===== src/rtl/fsm_tx_pkg.sv =====
// rtl/fsm_tx_pkg.sv - shared state encoding, line levels and width helper for the serial transmitter
// Contents:
//   tx_state_e  : frame sequencer states (PARITY exists even when the parity feature is off)
//   *_LEVEL     : line levels driven on `a` outside the payload bits
//   cnt_width() : counter width for a 0..n-1 count, never below 1 bit
package fsm_tx_pkg;

  typedef enum logic [2:0] {
    IDLE   = 3'd0,
    START  = 3'd1,
    DATA   = 3'd2,
    PARITY = 3'd3,
    STOP   = 3'd4
  } tx_state_e;

  localparam logic IDLE_LEVEL  = 1'b0;
  localparam logic START_LEVEL = 1'b1;
  localparam logic STOP_LEVEL  = 1'b0;

  function automatic int cnt_width(input int n);
    return (n > 1) ? $clog2(n) : 1;
  endfunction

endpackage


===== src/rtl/fsm_bit_timer.sv =====
// rtl/fsm_bit_timer.sv - per-bit period timer for the serial transmitter
// Ports:
//   clk    in  : system clock, rising edge
//   reset  in  : asynchronous active-low reset
//   clear  in  : synchronous clear of the period count
//   en     in  : advance the count this cycle
//   tick   out : high on the last cycle of each bit period
module fsm_bit_timer
  import fsm_tx_pkg::*;
#(
  parameter int CLKS_PER_BIT = 4
) (
  input  logic clk,
  input  logic reset,
  input  logic clear,
  input  logic en,
  output logic tick
);

  localparam int CNT_W = cnt_width(CLKS_PER_BIT);
  localparam logic [CNT_W-1:0] LAST = CNT_W'(CLKS_PER_BIT - 1);

  logic [CNT_W-1:0] r_cnt;

  // With CLKS_PER_BIT=1 the count is pinned at 0 and tick is high every enabled cycle.
  assign tick = en && (r_cnt == LAST);

  always_ff @(posedge clk or negedge reset) begin
    if (!reset) begin
      r_cnt <= '0;
    end else if (clear) begin
      r_cnt <= '0;
    end else if (en) begin
      r_cnt <= tick ? '0 : r_cnt + CNT_W'(1);
    end
  end

endmodule


===== src/rtl/fsm_serial_tx.sv =====
// rtl/fsm_serial_tx.sv - LSB-first start/stop frame transmitter driving the level line `a`
// Build option: define FSM_TX_PARITY_EN to insert an even-parity bit between data and stop.
// Ports:
//   clk       in  : system clock, rising edge
//   reset     in  : asynchronous active-low reset, aborts any frame in flight
//   din       in  : payload word, latched on accept
//   din_valid in  : producer has a word
//   din_ready out : high only while idle
//   a         out : registered serial line, idle low
//   busy      out : high for the whole frame
//   done      out : one-cycle pulse on the final stop-bit clock
module fsm_serial_tx
  import fsm_tx_pkg::*;
#(
  parameter int DATA_W       = 8,
  parameter int CLKS_PER_BIT = 4
) (
  input  logic              clk,
  input  logic              reset,
  input  logic [DATA_W-1:0] din,
  input  logic              din_valid,
  output logic              din_ready,
  output logic              a,
  output logic              busy,
  output logic              done
);

  localparam int BC_W = cnt_width(DATA_W);
  localparam logic [BC_W-1:0] LAST_BIT = BC_W'(DATA_W - 1);

  tx_state_e         r_state;
  tx_state_e         w_state_nxt;
  logic [DATA_W-1:0] r_shift;
  logic [DATA_W-1:0] w_shift_nxt;
  logic [BC_W-1:0]   r_bit_cnt;
  logic [BC_W-1:0]   w_bit_cnt_nxt;
  logic              r_a;
  logic              w_a_nxt;
  logic              w_tick;
  logic              w_accept;
  logic              w_idle;

  assign w_idle   = (r_state == IDLE);
  assign w_accept = din_valid && w_idle;

  fsm_bit_timer #(
    .CLKS_PER_BIT(CLKS_PER_BIT)
  ) u_bit_timer (
    .clk  (clk),
    .reset(reset),
    .clear(w_idle),
    .en   (!w_idle),
    .tick (w_tick)
  );

`ifdef FSM_TX_PARITY_EN
  logic r_parity;

  // Parity is taken from the word as accepted, before any shifting.
  always_ff @(posedge clk or negedge reset) begin
    if (!reset) begin
      r_parity <= 1'b0;
    end else if (w_accept) begin
      r_parity <= ^din;
    end
  end
`endif

  always_comb begin
    w_state_nxt   = r_state;
    w_shift_nxt   = r_shift;
    w_bit_cnt_nxt = r_bit_cnt;
    case (r_state)
      IDLE: begin
        if (w_accept) begin
          w_state_nxt   = START;
          w_shift_nxt   = din;
          w_bit_cnt_nxt = '0;
        end
      end
      START: begin
        if (w_tick) w_state_nxt = DATA;
      end
      DATA: begin
        if (w_tick) begin
          if (r_bit_cnt == LAST_BIT) begin
`ifdef FSM_TX_PARITY_EN
            w_state_nxt = PARITY;
`else
            w_state_nxt = STOP;
`endif
          end else begin
            w_bit_cnt_nxt = r_bit_cnt + BC_W'(1);
            w_shift_nxt   = r_shift >> 1;
          end
        end
      end
`ifdef FSM_TX_PARITY_EN
      PARITY: begin
        if (w_tick) w_state_nxt = STOP;
      end
`endif
      STOP: begin
        if (w_tick) w_state_nxt = IDLE;
      end
      default: w_state_nxt = IDLE;
    endcase
  end

  // The line is registered from the next-state view so the start bit
  // appears on the cycle right after accept.
  always_comb begin
    w_a_nxt = IDLE_LEVEL;
    case (w_state_nxt)
      START:   w_a_nxt = START_LEVEL;
      DATA:    w_a_nxt = w_shift_nxt[0];
`ifdef FSM_TX_PARITY_EN
      PARITY:  w_a_nxt = r_parity;
`endif
      STOP:    w_a_nxt = STOP_LEVEL;
      default: w_a_nxt = IDLE_LEVEL;
    endcase
  end

  always_ff @(posedge clk or negedge reset) begin
    if (!reset) begin
      r_state   <= IDLE;
      r_shift   <= '0;
      r_bit_cnt <= '0;
      r_a       <= IDLE_LEVEL;
    end else begin
      r_state   <= w_state_nxt;
      r_shift   <= w_shift_nxt;
      r_bit_cnt <= w_bit_cnt_nxt;
      r_a       <= w_a_nxt;
    end
  end

  assign a         = r_a;
  assign din_ready = w_idle;
  assign busy      = !w_idle;
  assign done      = (r_state == STOP) && w_tick;

endmodule


===== config.mk =====
export PLATFORM = sky130hd
export DESIGN_NAME = fsm_serial_tx
export DESIGN_NICKNAME = d
export VERILOG_FILES = /design/src/rtl/fsm_tx_pkg.sv /design/src/rtl/fsm_bit_timer.sv /design/src/rtl/fsm_serial_tx.sv
export SDC_FILE = /design/constraint.sdc
export NUM_CORES = 1
export LEC_CHECK = 0
export BUFFER_PORTS_ARGS = -buffer_cell sky130_fd_sc_hd__buf_2
export CORE_MARGIN = 2
export CORE_UTILIZATION = 45
export CTS_CLUSTER_DIAMETER = 150
export DETAILED_ROUTE_END_ITERATION = 8
export PLACE_DENSITY = 0.66
export SLEW_MARGIN = 20
export SYNTH_ARGS = -nofsm -noshare
export SYNTH_HDL_FRONTEND = slang
export SYNTH_HIERARCHICAL = 1
export SYNTH_SLANG_ARGS = --single-unit

===== constraint.sdc =====
create_clock -name clk -period 4.45 [get_ports clk]
set_clock_uncertainty 0.1 [all_clocks]
set_input_delay 0.445 -clock clk [delete_from_list [all_inputs] [get_ports clk]]
set_output_delay 0.445 -clock clk [all_outputs]
set_load 0.01 [all_outputs]

Yosys cells after proc, flatten, opt, wreduce, memory -nomap -nowiden --
Index checks and enable logic that the tools add are counted.
Storage, ports and cells: register bits 17, input bits 11, output and inout bits 4, word-level logic and storage cells 42
Cells by class: $add $sub $neg 2, equality and inequality tests 10, muxes and demuxes 17, reductions and logical operators 7
Operator list (number):
- $mux 3 | 8
- $mux 8 | 3
- $pmux 8 s2 | 1
- $pmux 3 s4 | 1
- $eq 3x1->1 const B | 2
- $eq 3x2->1 const B | 2
- $eq 3x3->1 const B | 2
- $pmux 3 s2 | 1
- $mux 2 | 2
- $ne 2x2->1 const B | 2
- $reduce_and 4->1 | 1
- $add 3x1->3 const B | 1
- $logic_and 1x1->1 | 3
- $logic_not 3->1 | 1
- $add 2x1->2 const B | 1
- $eq 2x2->1 const B | 1
- $ne 2x1->1 const B | 1
- $pmux 1 s2 | 1
- $reduce_bool 2->1 | 1
- $logic_not 1->1 | 1

Logic depth before layout (Yosys ltp) --
Gate-level depths: netlist of run 1.
word-level depth 7, mapped depth 8

Cells and area by module --
Netlist of run 1, hierarchy kept.
By module, submodules not included:
- fsm_serial_tx | times used 1, cells each 65, area an instance 744.5 um^2
- fsm_bit_timer | times used 1, cells each 9, area an instance 106.4 um^2

Worst setup path before layout of run 1 --
No wires, ideal clock.
kind flip-flop to flip-flop, from register r_state[1], to register r_a (netlist: a), arrival time 2077 ps, required time 4232 ps, slack 2155 ps, cell stages (with the launch flop) 8, period minus slack after synthesis 2295 ps, cells stage by stage dfrtp_1 -> buf_6 -> or3_1 -> and2_1 -> nor4bb_2 -> and2_2 -> a221o_1 -> a21o_1
Between the ends: elaborated cells between the ends (all ways) 19, those cells by class eq/ne (5); mux (10); reduce/logical (4)
RTL lines:
- from (decl) | line fsm_serial_tx.sv:31 | tx_state_e r_state;
- from (signal assigned) | line fsm_serial_tx.sv:132 | r_state <= w_state_nxt;
- $logic_not 3->1 | line fsm_serial_tx.sv:43 | assign w_idle = (r_state == IDLE);
- $logic_not 1->1
- net busy | line fsm_serial_tx.sv:24 | output logic busy,
- $logic_and 1x1->1 | line fsm_bit_timer.sv:26 | assign tick = en && (r_cnt == LAST);
- net w_tick | line fsm_serial_tx.sv:39 | logic w_tick;
- $mux 8 | line fsm_serial_tx.sv:85 | if (w_tick) begin
- $pmux 8 s2 | line fsm_serial_tx.sv:73 | case (r_state)
- net w_shift_nxt[0] | line fsm_serial_tx.sv:34 | logic [DATA_W-1:0] w_shift_nxt;
- $pmux 1 s2 | line fsm_serial_tx.sv:114 | case (w_state_nxt)
- net w_a_nxt | line fsm_serial_tx.sv:38 | logic w_a_nxt;
- to (signal assigned) | line fsm_serial_tx.sv:135 | r_a <= w_a_nxt;
- to (decl) | line fsm_serial_tx.sv:37 | logic r_a;
The timed path passes the listed nets, and every way through them passes these cells. The select of a mux whose other input is x is not followed. A chain may end at the register's enable or synchronous reset.

Worst setup path after layout of run 1 --
from register r_state[1], to register r_shift[6]
Between the ends: longest elaborated chain between the ends 5, elaborated cells between the ends (all ways) 11, those cells by class eq/ne (4); mux (1); reduce/logical (6)
Ends and longest elaborated chain:
- $logic_not 3->1 | line fsm_serial_tx.sv:43
- $logic_not 1->1 | line fsm_serial_tx.sv:52 | .en (!w_idle),
- $logic_and 1x1->1 | line fsm_bit_timer.sv:26
- net w_tick | line fsm_serial_tx.sv:39
- $ne 2x1->1 (no source line)
- $reduce_and 4->1 (no source line)
- to (signal assigned) | line fsm_serial_tx.sv:133 | r_shift <= w_shift_nxt;
- to (decl) | line fsm_serial_tx.sv:33 | logic [DATA_W-1:0] r_shift;
The timed path passes the listed nets, and every way through them passes these cells.

==> results of run 1 <==
[sequential cells by signal, indices dropped and copies added (netlist names)]
register,cells
r_bit_cnt,3
r_shift,8
r_state,3
u_bit_timer/r_cnt,2
a,1
[final timing paths]
check                      startpoint    endpoint  slack (ns)
setup / recovery           r_state[1]  r_shift[6]        2.00
hold / removal                 din[7]  r_shift[7]        0.27
setup reg to reg           r_state[1]  r_shift[6]        2.00
hold reg to reg            r_shift[6]  r_shift[5]        0.41
max in group asynchronous       reset  r_state[0]        3.48
min in group asynchronous       reset  r_shift[5]        0.49
[per-stage QoR]
stage / std cells / utilization / hold slack [ns]
3_5_place_dp: 110 / 0.5297 / 0.2868
4_1_cts: 115 / 0.5513 / 0.2587
6_report: 115 / 0.5513 / 0.2707
2_1_floorplan: 74 / - / 0.04941
5_1_grt: 115 / 0.5513 / 0.2583
3_3_place_gp: 110 / 0.5297 / 0.2885
[placed cells by master (no fill, tap or decap)]
cell                            instances
sky130_fd_sc_hd__ha_1                   3
sky130_fd_sc_hd__o21ai_0                3
sky130_fd_sc_hd__a211oi_1               1
sky130_fd_sc_hd__a21oi_1                3
sky130_fd_sc_hd__or3_1                  1
sky130_fd_sc_hd__a221o_1                7
sky130_fd_sc_hd__nand2b_1               1
sky130_fd_sc_hd__nor2_1                 2
sky130_fd_sc_hd__dlygate4sd3_1          1
sky130_fd_sc_hd__nor4bb_2               1
sky130_fd_sc_hd__clkbuf_4               3
sky130_fd_sc_hd__mux2i_1                2
sky130_fd_sc_hd__nor3_1                 1
sky130_fd_sc_hd__inv_1                  4
sky130_fd_sc_hd__or3b_1                 1
sky130_fd_sc_hd__nor4b_1                1
sky130_fd_sc_hd__and2_1                 5
sky130_fd_sc_hd__clkinv_2               1
sky130_fd_sc_hd__a21oi_2                1
sky130_fd_sc_hd__a21o_1                 1
sky130_fd_sc_hd__buf_2                 14
sky130_fd_sc_hd__nand2_1                8
sky130_fd_sc_hd__mux2_2                 1
sky130_fd_sc_hd__dfrtp_1               17
sky130_fd_sc_hd__nand3b_1               2
sky130_fd_sc_hd__nand4b_1               1
sky130_fd_sc_hd__nor4b_4                1
sky130_fd_sc_hd__and2_2                 3
[final cells by class]
class                           instances  area share
Sequential cell                        17      0.4421
Multi-Input combinational cell         50      0.3979
Timing Repair Buffer                   15     0.08322
Tap cell                               25     0.03251
Clock buffer                            3     0.02341
Inverter                                4     0.01560
Clock inverter                          1    0.005202
[critical path: stages (launching register included)]
cell and delay [ns]:
sky130_fd_sc_hd__dfrtp_1 0.50, sky130_fd_sc_hd__or3_1 0.48, sky130_fd_sc_hd__and2_1 0.22, sky130_fd_sc_hd__nor4bb_2 0.19, sky130_fd_sc_hd__and2_2 0.29, sky130_fd_sc_hd__nor2_1 0.37, sky130_fd_sc_hd__a221o_1 0.22
[logic make-up (layout without fill, tap and decap cells)]
family          after synthesis  count (layout)  share of synthesized area
mux                           3               3                    0.03676
compound gates               16              16                     0.1456
fa+ha+maj                     3               3                    0.04412
simple gates                 28              28                     0.2235
flops                        17              17                     0.5000
buf+inv                       7              23                    0.04999
[report_power, final]
part	switching [uW]	internal (uW)	total, uW
Sequential	44.3	210	255
Clock	47.7	33.4	81.1
Combinational	83.5	93.5	177
[layer usage]
layer  up-vias  track usage  routed length (um)
met5         -            0                   0
met4         0      0.09444                  12
met3         2      0.03396                  45
met2        10       0.2514                 656
met1       281       0.2014                 694
li1        301            -                   -
==> Flow_metrics.wiki, run 1 <==
{| class="wikitable"
! Metric !! Value
|-
| Element type at the critical path start || flip-flop
|-
| Number of global-route vias before repair || 572
|-
| Arrival time reported for the critical path endpoint || ~2.6 ns
|-
| Clock Tree Buf Depth || 2
|-
| Worst slack at placement || around 2.0 ns
|-
| Number of antenna cells inserted || 0
|-
| Clock root cell || sky130_fd_sc_hd__clkbuf_4
|-
| Syn_area_per_cell || 11.50 um2
|-
| Top cells by instance count after synthesis || sky130_fd_sc_hd__dfrtp_1, sky130_fd_sc_hd__nand2_1, sky130_fd_sc_hd__a221o_1
|-
| RePlAce Congestion || 0.7932
|-
| IO Pins || 15
|-
| Post-route antenna net violation count || 0
|-
| #FFs+latches synth || 17
|-
| Number of filler instances in the final layout || ~160
|-
| Crit path capture type || flip-flop
|-
| Clock-pin slew reported for the worst setup and hold paths after clock tree synthesis || about 0.10 ns
|-
| Count of distinct cell types in the synthesized netlist || 26
|-
| Vias per Instance || approximately 5.2
|-
| Post-CTS Hold Buffers || 1
|-
| Fraction of synthesized cell area taken by the top area cell type || 0.5000
|-
| Leakage || 0.0004600 uW
|-
| Final hold violation count || 0
|-
| First-iteration detailed-routing DRC count || 2
|-
| Overall global routing resource usage || 0.1596
|-
| Mean routed wirelength per cell || 12.24 um
|-
| Number of setup buffers added after CTS || 0
|-
| Instance count along the most critical hold path || 3
|-
| Clk_lat worst skew || about 0.29 ns
|-
| Number of nets at the end of the flow || 105
|-
| Placed cell areas || 924.6 um2
|-
| Fraction of the yosys area taken by sequential cells || 0.5000
|-
| Wire length of the first global-routing pass || 2456 um
|-
| # Max-Cap Violations || 0
|-
| Total of buffers placed on input and output ports || 14
|-
| Critical Path RT || approximately 4.6 ns
|-
| Max_slew headroom || 0.6695
|-
| Total gr overflow || 0
|-
| Number of antenna violations at the first check in global routing || 0
|-
| Crit share post-route || 0.5497
|-
| Path type of the worst min-delay path || in -> reg
|-
| Register cell area after layout || 425.4 um2
|-
| Worst IR Drop VDD || roughly 0.00024 V
|-
| Worst Setup Slack, final || 2.004 ns
|-
| Most instantiated flip-flop cell in the synthesis netlist || sky130_fd_sc_hd__dfrtp_1
|-
| Combined area of all synthesized cells || ~850 um2
|-
| Area of all placed cells without fillers || between 900 and 1000 um2
|-
| Dominant cells by area after synthesis || sky130_fd_sc_hd__dfrtp_1, sky130_fd_sc_hd__a221o_1, sky130_fd_sc_hd__ha_1
|-
| Sinks on the clock net || 17
|-
| Power after layout || 512.7 uW
|-
| Core Footprint || 1745 um2
|-
| Status || finished clean
|-
| Slew Viols, Final || 0
|-
| Setup violations, final || 0
|-
| Chip height || 47.48 um
|-
| H-tree depth reported by CTS || 1
|-
| Post-synth EDFFs || 0
|-
| Multi-input gate area || roughly 380 um2
|-
| Count of yosys warnings during synthesis || 6
|-
| FFs w/ async S/R, synth || 1.000
|-
| Number of vias after detailed routing || 594
|-
| Total CTS buffers || 3
|-
| Worst R2R Path Depth || 6
|-
| Final routed wirelength across all metal layers || approximately 1400 um
|-
| Power density over the cells || 532.9 nW/um2
|-
| Fraction of layout cells with a size suffix above 1 || 0.2778
|-
| Cell type contributing the most total cell area after synthesis || sky130_fd_sc_hd__dfrtp_1
|-
| Unrepaired setup endpoints after global routing || no
|-
| Cell Rows || 15
|-
| TNS Setup || 0 ns
|-
| Number of remaining DRC errors || 0
|-
| DIE WIDTH || 47.48 um
|-
| Growth of design area from synthesis to finish || 13.09%
|-
| Final critical delay including setup and external delays || 2.446 ns
|-
| Post-Syn Instances || 74
|-
| Critical path start-end classification || reg -> reg
|-
| Max FO, Critical Path || 14
|-
| Number of gates resized after CTS || 0
|-
| Detailed Routing Iterations Pass 1 || 4
|-
| Most numerous cell in the Yosys netlist || sky130_fd_sc_hd__dfrtp_1
|-
| Highest clock rate || 0.4088 GHz
|-
| Synthesized Nets || 88
|-
| Total die area || 2254 um2
|-
| Pin count of the biggest net entering global routing || 18
|-
| Clock tree from TritonCTS || yes
|-
| Initial core utilization || 0.4875
|-
| Worst slew pin tran || 0.4936 ns
|}
Power figures use the tool's default switching activity.
==> inputs of run 2 (changes only) <==
--- a/config.mk
+++ b/config.mk
@@ -10,7 +10,7 @@
 export CORE_UTILIZATION = 45
 export CTS_CLUSTER_DIAMETER = 150
 export DETAILED_ROUTE_END_ITERATION = 8
-export PLACE_DENSITY = 0.66
+export PLACE_DENSITY = 0.69
 export SLEW_MARGIN = 20
 export SYNTH_ARGS = -nofsm -noshare
 export SYNTH_HDL_FRONTEND = slang
==> constraint.sdc (replaced) <==
create_clock -name clk -period 2 [get_ports clk]
set_clock_uncertainty 0.1 [all_clocks]
set_input_delay 0.2 -clock clk [delete_from_list [all_inputs] [get_ports clk]]
set_output_delay 0.2 -clock clk [all_outputs]
set_load 0.01 [all_outputs]
==> run 2 against run 1 <==
Routed wire length up 3.9%. Final cell count up 10%. Via count rose by 8.4%. Setup slack got worse by 2.0 ns. Largest cell class unchanged. Clock power grew 120%. Utilization up 6.1 points. Cell area up 11%. Highest routed layer unchanged. Worst hold slack worse by 0.24 ns. First-iteration DRC count rose to 4.5 times the previous value. Sequential cell count unchanged. Power increased by 140%.
==> Flow_metrics.wiki, run 2 (same netlist as run 1, synthesis figures left out) <==
{| class="wikitable"
! Metric !! Value
|-
| Cell Rows || 15
|-
| Highest clock rate || 0.5044 GHz
|-
| DIE WIDTH || ~47 um
|-
| Number of remaining DRC errors || 0
|-
| Total gr overflow || 0
|-
| Final critical delay including setup and external delays || 1.982 ns
|-
| Clock Tree Buf Depth || 2
|-
| Final hold violation count || 0
|-
| Detailed Routing Iterations Pass 1 || 4
|-
| Fraction of layout cells with a size suffix above 1 || 0.3725
|-
| Detailed placer's ending HPWL || 1079 um
|-
| Number of filler instances in the final layout || 165
|-
| Wire length of the first global-routing pass || around 2300 um
|-
| Clk_lat worst skew || ~0.28 ns
|-
| RePlAce Congestion || 0.8158
|-
| Slew Viols, Final || 0
|-
| Pin count of the biggest net entering global routing || 18
|-
| Vias per Instance || 5.071
|-
| Max FO, Critical Path || 6
|-
| Element type at the critical path start || flip-flop
|-
| Total CTS buffers || 3
|-
| Final routed wirelength across all metal layers || approximately 1500 um
|-
| Power after layout || 1254 uW
|-
| Status || finished clean
|-
| Crit path capture type || flip-flop
|-
| Total die area || 2254 um2
|-
| Number of vias after detailed routing || between 600 and 700
|-
| Mean routed wirelength per cell || between 10 and 15 um
|-
| Max_slew headroom || 0.7574
|-
| Number of antenna violations at the first check in global routing || 0
|-
| Met2 GRT Util || 0.2162
|-
| Leakage || approximately 0.00052 uW
|-
| Met3 Resource Use GR || 0.02264
|-
| Sinks on the clock net || 17
|-
| TNS Setup || 0 ns
|-
| Util after Layout || 0.6122
|-
| Most used routing layer in global routing || met1
|-
| Total instance count after detailed placement || 117
|-
| Total of buffers placed on input and output ports || 14
|-
| Critical Path RT || 2.09 ns
|-
| Most flop-heavy register || r_shift
|-
| Number of antenna cells inserted || 0
|-
| Growth of design area from synthesis to finish || 25.59%
|-
| Largest registers || r_shift (8), r_bit_cnt (3), r_state (3)
|-
| Unrepaired setup endpoints after global routing || yes
|-
| Crit share post-route || 0.9912
|-
| Path type of the worst min-delay path || in -> reg
|-
| Non-filler cells in the finished layout || 127
|-
| Most frequent cells in the layout || sky130_fd_sc_hd__dfrtp_1, sky130_fd_sc_hd__buf_2, sky130_fd_sc_hd__buf_4
|-
| Number of flip-flops in the largest register || 8
|-
| Core Footprint || around 1700 um2
|-
| Power density over the cells || 1174 nW/um2
|-
| Worst IR Drop VDD || 0.0006681 V
|-
| Clock root cell || sky130_fd_sc_hd__clkbuf_4
|-
| H-tree depth reported by CTS || 1
|-
| Setup violations, final || 0
|-
| Chip height || 47.48 um
|-
| Number of global-route vias before repair || 559
|-
| Routing usage on met1 || 0.2190
|-
| Worst slew pin tran || 0.3639 ns
|-
| Commonest non-fill, non-tap cell in the layout || sky130_fd_sc_hd__dfrtp_1
|-
| First-iteration detailed-routing DRC count || 9
|-
| Clock-pin slew reported for the worst setup and hold paths after clock tree synthesis || 0.10 ns
|-
| Initial core utilization || 0.4875
|-
| Placed cell areas || around 990 um2
|-
| Critical path start-end classification || reg -> reg
|-
| Post-route antenna net violation count || 0
|-
| # Max-Cap Violations || 0
|-
| IO Pins || 15
|-
| Number of gates resized after CTS || 0
|-
| Clock tree from TritonCTS || yes
|-
| Overall global routing resource usage || 0.1493
|-
| Arrival time reported for the critical path endpoint || 2.07 ns
|-
| Number of nets at the end of the flow || 117
|-
| Area of all placed cells without fillers || 1069 um2
|}
run 2: path summary, 6_finish.rpt:
kind                             from          to  slack [ns]  cells past startpoint
min in group asynchronous       reset  r_shift[3]        0.26                      2
max in group asynchronous       reset  r_state[0]        1.28                      2
max                        r_state[0]           a        0.02                      6
min                            din[7]  r_shift[7]        0.03                      3
min reg2reg                r_shift[7]  r_shift[6]        0.42                      1
max reg2reg                r_state[0]           a        0.02                      6
run 2: timing repair:
action / in CTS / in global routing
endpoints found under the setup margin: 0 / 1
hold buffers: 1 / 0
setup buffers: 0 / 5
hold endpoints to repair: 17 / 0
run 2: power by group:
group	switching (uW)	internal [uW]	total [uW]	leakage (uW)
registers	62.6	469	531	0.000215
clock network	104	77.3	181	0.0000150
logic	243	299	542	0.000294
total	409	845	1250	0.000523
run 2: critical path: stages (launching register included):
cell and delay, ns:
sky130_fd_sc_hd__dfrtp_1 0.39, sky130_fd_sc_hd__or3_4 0.39, sky130_fd_sc_hd__and2_4 0.16, sky130_fd_sc_hd__nor4bb_4 0.15, sky130_fd_sc_hd__and2_4 0.18, sky130_fd_sc_hd__a221o_1 0.37
sky130_fd_sc_hd__a21o_1 0.16
run 2: stage by stage:
| step | hold WS, ns | worst slack, ns |
|---|---|---|
| final | 0.03387 | 0.01751 |
| after global routing | 0.06190 | -0.03895 |
| after CTS | 0.03128 | 0.03631 |
| after detailed placement | 0.04310 | 0.05237 |
| after global placement | 0.04233 | 0.08366 |
| after floorplan | -0.1956 | -0.08271 |
run 2: per-layer routing:
| metal | share of wire | vias to the layer above |
|---|---|---|
| met2 | 0.46 | 12 |
| met1 | 0.50 | 305 |
| met5 | 0 | - |
| met4 | 0.0068 | 0 |
| met3 | 0.036 | 2 |
| li1 | - | 325 |
run 2: area by class of cell:
type | instances | area (um2) | share of cell area
sequential | 17 | 425.4 | 0.3981
timing repair buffer | 27 | 170.2 | 0.1593
clock buffer | 4 | 26.28 | 0.02459
inverter | 4 | 15.01 | 0.01405
multi-input combinational | 50 | 400.4 | 0.3747
tap | 25 | 31.28 | 0.02927
